===== config.mk =====
export PLATFORM = sky130hd
export DESIGN_NAME = fmul_result_buffer
export DESIGN_NICKNAME = d
export VERILOG_FILES = /design/src/rtl/fmul_result_buffer.sv
export SDC_FILE = /design/constraint.sdc
export NUM_CORES = 1
export LEC_CHECK = 0
export CORE_MARGIN = 3
export CORE_UTILIZATION = 38
export DETAILED_ROUTE_END_ITERATION = 16
export PLACE_DENSITY = 0.77
export SETUP_SLACK_MARGIN = 0.1
export SYNTH_ARGS = -nofsm -noshare
export SYNTH_HDL_FRONTEND = slang
export SYNTH_SLANG_ARGS = --single-unit

===== constraint.sdc =====
create_clock -name clk -period 12.2 [get_ports clk]
set_input_delay 2.44 -clock clk [delete_from_list [all_inputs] [get_ports clk]]
set_output_delay 2.44 -clock clk [all_outputs]
set_load 0.01 [all_outputs]

===== src/rtl/fmul_result_buffer.sv =====
// Registered FIFO stage between the FP multiplier and writeback, with optional sticky exception flags.
// Define FMUL_RESULT_BUFFER_FLAGS_EN to build the sticky flag_of/flag_uf registers.
module fmul_result_buffer #(
    parameter int DEPTH = 2,
    parameter int TAG_W = 6
) (
    input  logic                       clk,
    input  logic                       rstn,
    input  logic                       in_valid,
    output logic                       in_ready,
    input  logic [31:0]                in_d,
    input  logic                       in_overflow,
    input  logic                       in_underflow,
    input  logic [TAG_W-1:0]           in_tag,
    output logic                       out_valid,
    input  logic                       out_ready,
    output logic [31:0]                out_d,
    output logic                       out_overflow,
    output logic                       out_underflow,
    output logic [TAG_W-1:0]           out_tag,
    output logic [$clog2(DEPTH+1)-1:0] count,
    input  logic                       flush,
    input  logic                       flag_clr,
    output logic                       flag_of,
    output logic                       flag_uf
);

    localparam int PTR_W = (DEPTH > 1) ? $clog2(DEPTH) : 1;
    localparam int CNT_W = $clog2(DEPTH + 1);
    localparam int ENT_W = 32 + 2 + TAG_W;
    localparam logic [CNT_W-1:0] FULL = CNT_W'(DEPTH);

    logic [ENT_W-1:0] mem_q [DEPTH];
    logic [PTR_W-1:0] wr_ptr_q, wr_ptr_d;
    logic [PTR_W-1:0] rd_ptr_q, rd_ptr_d;
    logic [CNT_W-1:0] count_q, count_d;
    logic             push, pop, wr_en;
    logic [ENT_W-1:0] head;

    assign in_ready  = (count_q < FULL);
    assign out_valid = (count_q != '0);
    assign push      = in_valid & in_ready;
    assign pop       = out_valid & out_ready;
    assign wr_en     = push & ~flush;
    assign count     = count_q;

    always_comb begin
        wr_ptr_d = wr_ptr_q;
        rd_ptr_d = rd_ptr_q;
        count_d  = count_q;
        if (flush) begin
            wr_ptr_d = '0;
            rd_ptr_d = '0;
            count_d  = '0;
        end else begin
            if (push) wr_ptr_d = wr_ptr_q + PTR_W'(1);
            if (pop)  rd_ptr_d = rd_ptr_q + PTR_W'(1);
            if (push && !pop)      count_d = count_q + CNT_W'(1);
            else if (pop && !push) count_d = count_q - CNT_W'(1);
        end
    end

    always_ff @(posedge clk or negedge rstn) begin
        if (!rstn) begin
            wr_ptr_q <= '0;
            rd_ptr_q <= '0;
            count_q  <= '0;
        end else begin
            wr_ptr_q <= wr_ptr_d;
            rd_ptr_q <= rd_ptr_d;
            count_q  <= count_d;
        end
    end

    // Entry storage is intentionally not reset; head fields are meaningless while out_valid=0.
    always_ff @(posedge clk) begin
        if (wr_en) mem_q[wr_ptr_q] <= {in_d, in_overflow, in_underflow, in_tag};
    end

    assign head          = mem_q[rd_ptr_q];
    assign out_d         = head[ENT_W-1 -: 32];
    assign out_overflow  = head[TAG_W+1];
    assign out_underflow = head[TAG_W];
    assign out_tag       = head[TAG_W-1:0];

`ifdef FMUL_RESULT_BUFFER_FLAGS_EN
    logic flag_of_q, flag_of_d;
    logic flag_uf_q, flag_uf_d;

    // A flagged accepted push beats a same-cycle clear.
    always_comb begin
        flag_of_d = flag_clr ? 1'b0 : flag_of_q;
        flag_uf_d = flag_clr ? 1'b0 : flag_uf_q;
        if (wr_en && in_overflow)  flag_of_d = 1'b1;
        if (wr_en && in_underflow) flag_uf_d = 1'b1;
    end

    always_ff @(posedge clk or negedge rstn) begin
        if (!rstn) begin
            flag_of_q <= 1'b0;
            flag_uf_q <= 1'b0;
        end else begin
            flag_of_q <= flag_of_d;
            flag_uf_q <= flag_uf_d;
        end
    end

    assign flag_of = flag_of_q;
    assign flag_uf = flag_uf_q;
`else
    logic unused_flag_clr;
    assign unused_flag_clr = flag_clr;
    assign flag_of         = 1'b0;
    assign flag_uf         = 1'b0;
`endif

endmodule


==> reports/summary.txt <==
Worst hold start - wr_ptr_q
Starting density of the core - 0.396
Share of the synthesized area in the top cell type - 0.727
Largest net degree at the start of global routing - 41
Number of global-route vias before repair - 1718
CP Data Arrival Time - 2.47 ns
# rows - 33
Vias - 1609
Syn. warnings - 0
Slowest-stage cell, CP - dfrtp_2
Setup_tns - 0 ns
Largest family of logic cells by synthesized area - multiplexers
Crit Reg-Reg Startpoint - count[1]
Post-synthesis simple-gate area fraction - 0.0216
DR WL/cell - 15.1 µm
Leak - 0.00160 µW
Fmax - 204 MHz
Flip-flop and latch count after synthesis - 84
# diodes - 0
Syn_area_per_cell - 22.0 µm²
Worst-Margin Slew - 0.630 ns
Seq pwr share - 0.524
Overflow after GRT - 0
Post-synthesis compound-gate area fraction - 0.00719
Crit path largest cell delay - 0.78 ns
Post-CTS Setup Inserts - 0
Port Buffers - 88
Adder-cell share of the synthesized area - 0
First-pass GRT wire length - 8.29 mm
Max Slew Vio Count - 0
DRT antenna net count - 0
Post-synthesis sequential area ratio - 0.757
Final worst clock skew - 0.00625 ns
Minimum clock period - 4.91 ns
Post-synth ARST share - 0.0476
Die height - 99.3 µm
Quantity of hold-fixing buffers added after cts - 0
P_sw - 123 µW
Area growth syn-to-layout - 36.8%
Number of flops mapped to enable cells by yosys - 80
Int Power - 516 µW
Clock sinks - 84
Resized cells post-CTS - 0
Leading cell type by number of instances after synthesis - edfxtp_1
Unrepaired setup endpoints after global routing - false
CP Class - reg2out
DP Wirelength - 3.63 mm
CP Launch Point - rd_ptr_q
Most Used Layer, Global Route - met2
Clk slew on worst S/H paths - 0.08 ns
Post-DP Area - 4290 µm²
Post-Synthesis Cells - 150
Period utilization - 0.403
Chip Width - 99.3 µm
H-tree depth - 3
Die area - 9850 µm²
P per Cell Area - 141 nW/µm²
Proportion of layout cells with a drive suffix above 1 - 0.258
Fraction of power spent switching nets - 0.192
Synth Area in XOR/XNOR - 0.00530
Met1 Use GR - 0.123
GR met3 Demand/Resource - 0.0442
Min-delay worst type - reg2reg
Status - finished, final reports clean
Met2 global-route usage - 0.198
Max VDD drop - 0.0000626 V
Final setup fails - 0
Max FO, Critical Path - 22
Routed WL - 5.40 mm
Synth top area cells - edfxtp_1 (73%), mux2_4 (18%), dfrtp_1 (3.0%), buf_6 (1.7%), xor2_1 (0.53%)
Fin area - 4520 µm²
Routability Congestion - 0.676
Total track usage - 0.112
Max-cap violations - 0
Top Ports - 92
Crit-path cells - buf_4, mux2_1, clkdlybuf4s50_1
CP required - 9.76 ns
Clock Latency Late Sink - 0.33 ns
Mux share of post-synthesis cell area - 0.185
Initial DRC count - 33
Initial DRT Pass Iterations - 3
CTS tree - built
Comb pwr share - 0.125
Drc violations - 0
Final net count - 293
Synth cell types - 21
Most frequent cells after synthesis - edfxtp_1 (80), mux2_4 (40), buf_6 (5)
Routed vias/inst - 4.51
Core Area - 8340 µm²
TritonCTS Buffers - 9
CTS max path bufs - 2
Setup crit start kind - register
Clock tree root driver cell - clkbuf_8
Cell taking the most area after synthesis - edfxtp_1
Most used DFF post-synth - edfxtp_1
Setup crit end kind - output port
Antenna violations before repair - 0
Relative slew slack - 0.580
Post-Syn Area - 3310 µm²
Final hold viol count - 0
Clock share of power - 0.351
kinds of logic (layout without fill, tap and decap cells):
kind of cell	after synthesis	count (layout)
other cells	1	2
buf+inv	8	109
mux	41	41
compound gates	4	4
xor+xnor	2	2
flops	84	84
simple gates	10	10
power groups by stage:
stage | clock network, µW | logic (µW) | registers, µW
after floorplan | 0 | 41.4 | 339
after global placement | 0 | 80.2 | 341
after detailed placement | 0 | 81.3 | 342
after CTS | 232 | 81.7 | 335
after global routing | 248 | 84.9 | 336
final | 224 | 80.0 | 335
registers in the layout, summed over array words and instances, names as in the netlist:
register,cells
mem_q,80
wr_ptr_q,1
rd_ptr_q,1
count,2
final cells by class:
class	count	area, µm²
Sequential cell	84	2500
Clock buffer	11	131
Inverter	1	3.75
Timing Repair Buffer	92	911
Clock inverter	5	100
Tap cell	105	131
Multi-Input combinational cell	59	742
Fill cell	686	3820
cells in the final DEF (no fill, tap or decap), types with 3 or more instances in the layout:
master / n
clkbuf_8: 9
clkdlybuf4s50_1: 88
buf_4: 4
bufinv_16: 3
mux2_4: 40
edfxtp_1: 80
dfrtp_1: 3
through the flow:
| stage | hold WS [ns] | worst slack [ns] | utilization | total power [µW] | std cells |
|---|---|---|---|---|---|
| after global placement | 0.556 | 7.57 | 0.515 | 421 | 341 |
| after floorplan | 0.519 | 6.24 | - | 380 | 151 |
| after global routing | 0.648 | 7.12 | 0.542 | 669 | 357 |
| after CTS | 0.602 | 7.20 | 0.542 | 649 | 357 |
| after detailed placement | 0.581 | 7.58 | 0.515 | 423 | 341 |
| final | 0.594 | 7.29 | 0.542 | 639 | 357 |
routing by layer:
metal | wire length [µm] | vias up | share of wire
li1 | - | 765 | -
met1 | 2160 | 784 | 0.40
met2 | 2840 | 55 | 0.53
met3 | 328 | 5 | 0.061
met4 | 61 | 0 | 0.011
met5 | 0 | - | 0
final timing paths:
check | end | slack, ns | cells past startpoint
max in group asynchronous | rd_ptr_q | 9.71 | 1
min in group asynchronous | count[1] | 2.30 | 1
hold / removal | wr_ptr_q | 0.59 | 2
hold reg to reg | wr_ptr_q | 0.59 | 2
setup reg to reg | mem_q[1][17] | 10.53 | 3
setup / recovery | out_d[6] | 7.29 | 3
critical path: cells and delay by family, from the launching register on:
family | cells | cell delay [ns]
buffers and inverters | 2 | 0.99
flip-flops | 1 | 0.78
multiplexers | 1 | 0.36
Note: power is estimated with default switching activity, not from simulation.
==> edit 1, RTL diff (config.mk and constraints unchanged) <==
The parameter `TAG_W` goes from 6 to 4.
--- a/src/rtl/fmul_result_buffer.sv
+++ b/src/rtl/fmul_result_buffer.sv
@@ -2,7 +2,7 @@
 // Define FMUL_RESULT_BUFFER_FLAGS_EN to build the sticky flag_of/flag_uf registers.
 module fmul_result_buffer #(
     parameter int DEPTH = 2,
-    parameter int TAG_W = 6
+    parameter int TAG_W = 4
 ) (
     input  logic                       clk,
     input  logic                       rstn,
Ports: changed (resized in_tag and out_tag); port bits go from 92 to 88. No check against the original RTL was run, so the function may have changed too.
==> edit 1 against the unedited design <==
Largest cell class unchanged. Count of clock-buffer cells in the layout increased by 1. Synthesized area shrank 8.3%. Critical path type unchanged. Via count fell by 3.6%. Setup slack better by 0.21 ns. Sequential cell count is 4 lower. Final area shrank 7.5%. Power fell by 7.1%. Routed wire length fell by 7.9%.
==> edit 1: results (changes against the unedited design) <==
Detailed routing
  • Via-to-Cell Ratio: 4.58 (+1.5%)
  • Post-DR wirelength/cell: 14.7 µm (-3.0%)
  • Initial drt markers: 31 (-6.1%)
  • Met3 WL post-DR: 313 µm (-4.6%)
  • WL met1: 2000 µm (-7.4%)

Critical path
  • Reg2reg end: mem_q[1][20]
  • Delay-heaviest family, CP: flip-flops
  • CP peak stage delay: 1.01 ns (+0.23 ns)
  • WP data arrival: 2.26 ns (-0.21 ns)

Logic synthesis
  • Largest cells by area after synthesis: edfxtp_1 75%, mux2_2 11%, mux2_4 5.0%
  • Gate Count Post-Synth: 143 (-4.7%)
  • Share of flip-flops with an asynchronous set or reset: 0.0500 (+0.00238)
  • Mux cell area share after synthesis: 0.157 (-0.0278)
  • Compound-Gate Fraction of Synth Area: 0.00661 (-0.000585)
  • Synth top cells by count: 76 x edfxtp_1, 29 x mux2_2, 10 x mux2_4, 4 x buf_4, 4 x dfrtp_1
  • Synth Area in XOR/XNOR: 0.00578 (+0.000481)
  • Sequential-to-total area share from yosys stat: 0.786 (+0.0291)

Pwr
  • PwrDens: 142 mW/mm² (+0.41%)
  • Peak supply drop: 0.000123 V (+97%)
  • P_leak: 1.42 nW (-11%)

Place
  • Placed cell areas: 0.00397 mm² (-7.5%)
  • HPWL Detailed: 3130 µm (-14%)
  • Place WS: 7.81 ns (+0.230 ns)
  • PortBufs: 84 (-4.5%)
  • GPL Wtd Cong: 0.731 (+8.3%)

Finish
  • Clock network area share: 0.0512 (about the same)
  • Largest register FFs: 76 (-5.0%)
  • Multi-In Gates: 57 (-3.4%)
  • Buffers excl. clock: 86 (-6.5%)
  • Area taken by multi-input logic gates: 602 µm² (-19%)
  • Nets: 279 (-4.8%)
  • Sequential share of cell area: 0.570 (+0.0163)
  • Fill cell count: 592 (-14%)
  • Clock buffers: 12 (+1)
  • Non-Filler Instances: 339 (-5.0%)

Timing
  • Clock Skew: 0.00855 ns (+0.00230 ns)
  • Pin slew with the least headroom to its limit: 0.977 ns (+0.347 ns)
  • Fmax: 0.213 GHz (+4.4%)

Floorplanning
  • Site Rows: 31 (-6.1%)

Global route
  • First-pass GRT wire length: 7570 µm (-8.7%)
  • Largest net degree at the start of global routing: 40 (-2.4%)
  • Vias in the first global route: 1602 (-6.8%)
  • Routing usage on met1: 0.127 (+0.00394)
  • Met2 Resource Use GR: 0.190 (-0.00774)
  • Gr usage total: 0.113 (+0.000682)

Outcome
  • Status: complete, no violations

Clocking
  • Clk sinks: 80 (-4.8%)
-- edit 1: changes by cell type after synthesis --
cell and delta:
a21oi_1 +1, or2b_1 -1, buf_8 +1, a21oi_2 -1
mux2_4 -30, nand2b_1 +1, buf_6 -4, mux2_2 +29
mux2_1 -1, buf_4 +2, edfxtp_1 -4
-- edit 1: power breakdown --
part	internal (mW)	switching [mW]	leakage [nW]
Sequential	0.313	0.00712	0.749
Clock	0.120	0.0848	0.108
Combinational	0.0444	0.0238	0.563
Total	0.478	0.116	1.42
-- edit 1: worst register-to-register path, stage by stage, from the launching register on --
cell	delay (ns)
dfrtp_1	0.45
nand2b_4	0.19
nor3b_2	0.18
buf_4	0.48
-- edit 1: logic make-up (layout without fill, tap and decap cells) --
| family | count (synthesis) | count (layout) |
|---|---|---|
| xor gates and xnor gates | 2 | 2 |
| DFF | 80 | 80 |
| and+or+nand+nor | 10 | 10 |
| AOI/OAI and AO/OA | 4 | 4 |
| other | 1 | 2 |
| muxes | 39 | 39 |
| buffers and inverters | 7 | 103 |
==> edit 2, RTL diff (config.mk and constraints unchanged) <==
Without the edit above. Put a register stage on the outputs `out_overflow` and `out_underflow`, with the module's reset. The values now appear one clock later. The other outputs are not delayed to match.
--- a/src/rtl/fmul_result_buffer.sv
+++ b/src/rtl/fmul_result_buffer.sv
@@ -79,8 +79,15 @@
 
     assign head          = mem_q[rd_ptr_q];
     assign out_d         = head[ENT_W-1 -: 32];
-    assign out_overflow  = head[TAG_W+1];
-    assign out_underflow = head[TAG_W];
+    always_ff @(posedge clk or negedge rstn) begin
+        if (!rstn) begin
+            out_overflow  <= '0;
+            out_underflow <= '0;
+        end else begin
+            out_overflow  <= head[TAG_W+1];
+            out_underflow <= head[TAG_W];
+        end
+    end
     assign out_tag       = head[TAG_W-1:0];
 
 `ifdef FMUL_RESULT_BUFFER_FLAGS_EN
Formal check against the unedited RTL: not equivalent (a bounded check fails within 4 cycles, from zero or initial values and one cycle with rstn low).
==> edit 2 against the unedited design <==
Power increased by 3.4%. Setup slack improved by 0.30 ns. Die area grew 9.5%. Synthesized area up 10%. Sequential cell count is 2 higher. Largest cell class unchanged. Critical path type unchanged. Critical path depth unchanged. Routed wire length up 4.7%. Final area is 2.3% higher.
==> edit 2: results (changes against the unedited design) <==
Global route
  • Largest net degree at the start of global routing: 42 (+2.4%)
  • Gr usage total: 0.108 (-0.00395)
  • Vias in the first global route: 1735 (+0.99%)
  • First-pass GRT wire length: 8870 µm (+7.0%)

Timing
  • Max-slew headroom: 0.496 (-0.0841)
  • Clock Skew: 0.0110 ns (+0.00477 ns)

Detailed routing
  • Uppermost layer routed: met4
  • TritonRoute pass-1 iters: 4 (+1)
  • Vias: 1644 (+2.2%)
  • Initial drt markers: 51 (+55%)
  • Met3 WL post-DR: 407 µm (+24%)
  • WL met1: 2180 µm (+0.69%)
  • Metal2 WL: 3040 µm (+7.0%)
  • Post-DR wirelength/cell: 14.7 µm (-2.6%)

Logic synthesis
  • Share of flip-flops with an asynchronous set or reset: 0.0698 (+0.0221)
  • Largest cells by area after synthesis: edfxtp_1 66%, mux2_4 16%, buf_4 8.2%
  • Top FF cell, synth: edfxtp_1
  • Synth top cells by count: 80 x edfxtp_1, 40 x buf_4, 40 x mux2_4, 6 x dfrtp_1, 5 x buf_6
  • Sequential-to-total area share from yosys stat: 0.701 (-0.0560)

Critical path
  • Crit-path slowest cell: buf_4
  • CP peak stage delay: 0.60 ns (-0.18 ns)
  • Worst Path Max Fanout: 41 (+86%)
  • WP data arrival: 2.17 ns (-0.30 ns)

Pwr
  • Peak supply drop: 0.0000705 V (+13%)
  • P_leak: 1.64 nW (+2.0%)

Place
  • Placed cell areas: 0.00438 mm² (+2.0%)
  • HPWL Detailed: 3850 µm (+6.2%)
  • Place WS: 7.91 ns (+0.328 ns)
  • GPL Wtd Cong: 0.680 (+0.73%)

Finish
  • Nets: 296 (+1.0%)
  • Layout cells sized above 1: 0.263 (+0.00481)

Clocking
  • # Post-CTS Setup Buffers: 0 (unchanged)
  • CTS root buffer: clkbuf_8
  • Post-cts sizing count: 0 (unchanged)

Outcome
  • Status: complete, no violations
-- edit 2: changes by cell type after synthesis --
cell / change
dfrtp_1: +2
buf_4: +38
-- edit 2: layout make-up --
| cell class | count | area, µm² |
|---|---|---|
| clock inverters | 5 | 106 |
| multi-input cells | 59 | 742 |
| clock buffers | 11 | 141 |
| inverters | 1 | 3.75 |
| fillers | 814 | 4660 |
| flip-flops and latches | 86 | 2550 |
| well taps | 129 | 161 |
| repair buffers | 93 | 918 |
-- edit 2: final timing paths --
path                       cells past startpoint  slack [ns]   startpoint      endpoint
min in group asynchronous                      1        2.34         rstn      count[0]
max in group asynchronous                      1        9.63         rstn      rd_ptr_q
min                                            1        0.48  mem_q[1][7]  out_overflow
min reg2reg                                    1        0.48  mem_q[1][7]  out_overflow
max                                            3        7.59     rd_ptr_q      out_d[6]
max reg2reg                                    3       10.71     count[1]   mem_q[1][9]
-- edit 2: kinds of logic (layout without fill, tap and decap cells) --
logic type             Yosys count  in the layout  synth area share
flip-flops                      86             86             0.701
other                            1              2           0.00103
buffers and inverters           46            110            0.0990
AO/OA/AOI/OAI                    4              4           0.00653
multiplexers                    41             41             0.168
XOR/XNOR                         2              2           0.00481
AND/OR/NAND/NOR                 10             10            0.0196
-- edit 2: power breakdown --
group	switching [mW]	total (mW)	internal (mW)
registers	0.00339	0.339	0.336
clock network	0.0958	0.238	0.142
logic	0.0312	0.0833	0.0521
total	0.130	0.661	0.530
-- edit 2: worst max-delay path: cells and delay by family, from the launching register on --
kind	cells	cell delay, ns
buf+inv	2	1.09
flops	1	0.35
mux	1	0.39
-- edit 2: metrics by stage --
stage | util | instances
after global placement | 0.472 | 368
after global routing | 0.498 | 384
after CTS | 0.498 | 384
final | 0.498 | 384
after floorplan | - | 191
after detailed placement | 0.472 | 368
-- edit 2: routing by layer --
layer / vias up / GRT usage
met5: - / 0
met4: 0 / 0.0342
met3: 2 / 0.0497
met2: 59 / 0.198
met1: 805 / 0.109
li1: 778 / -
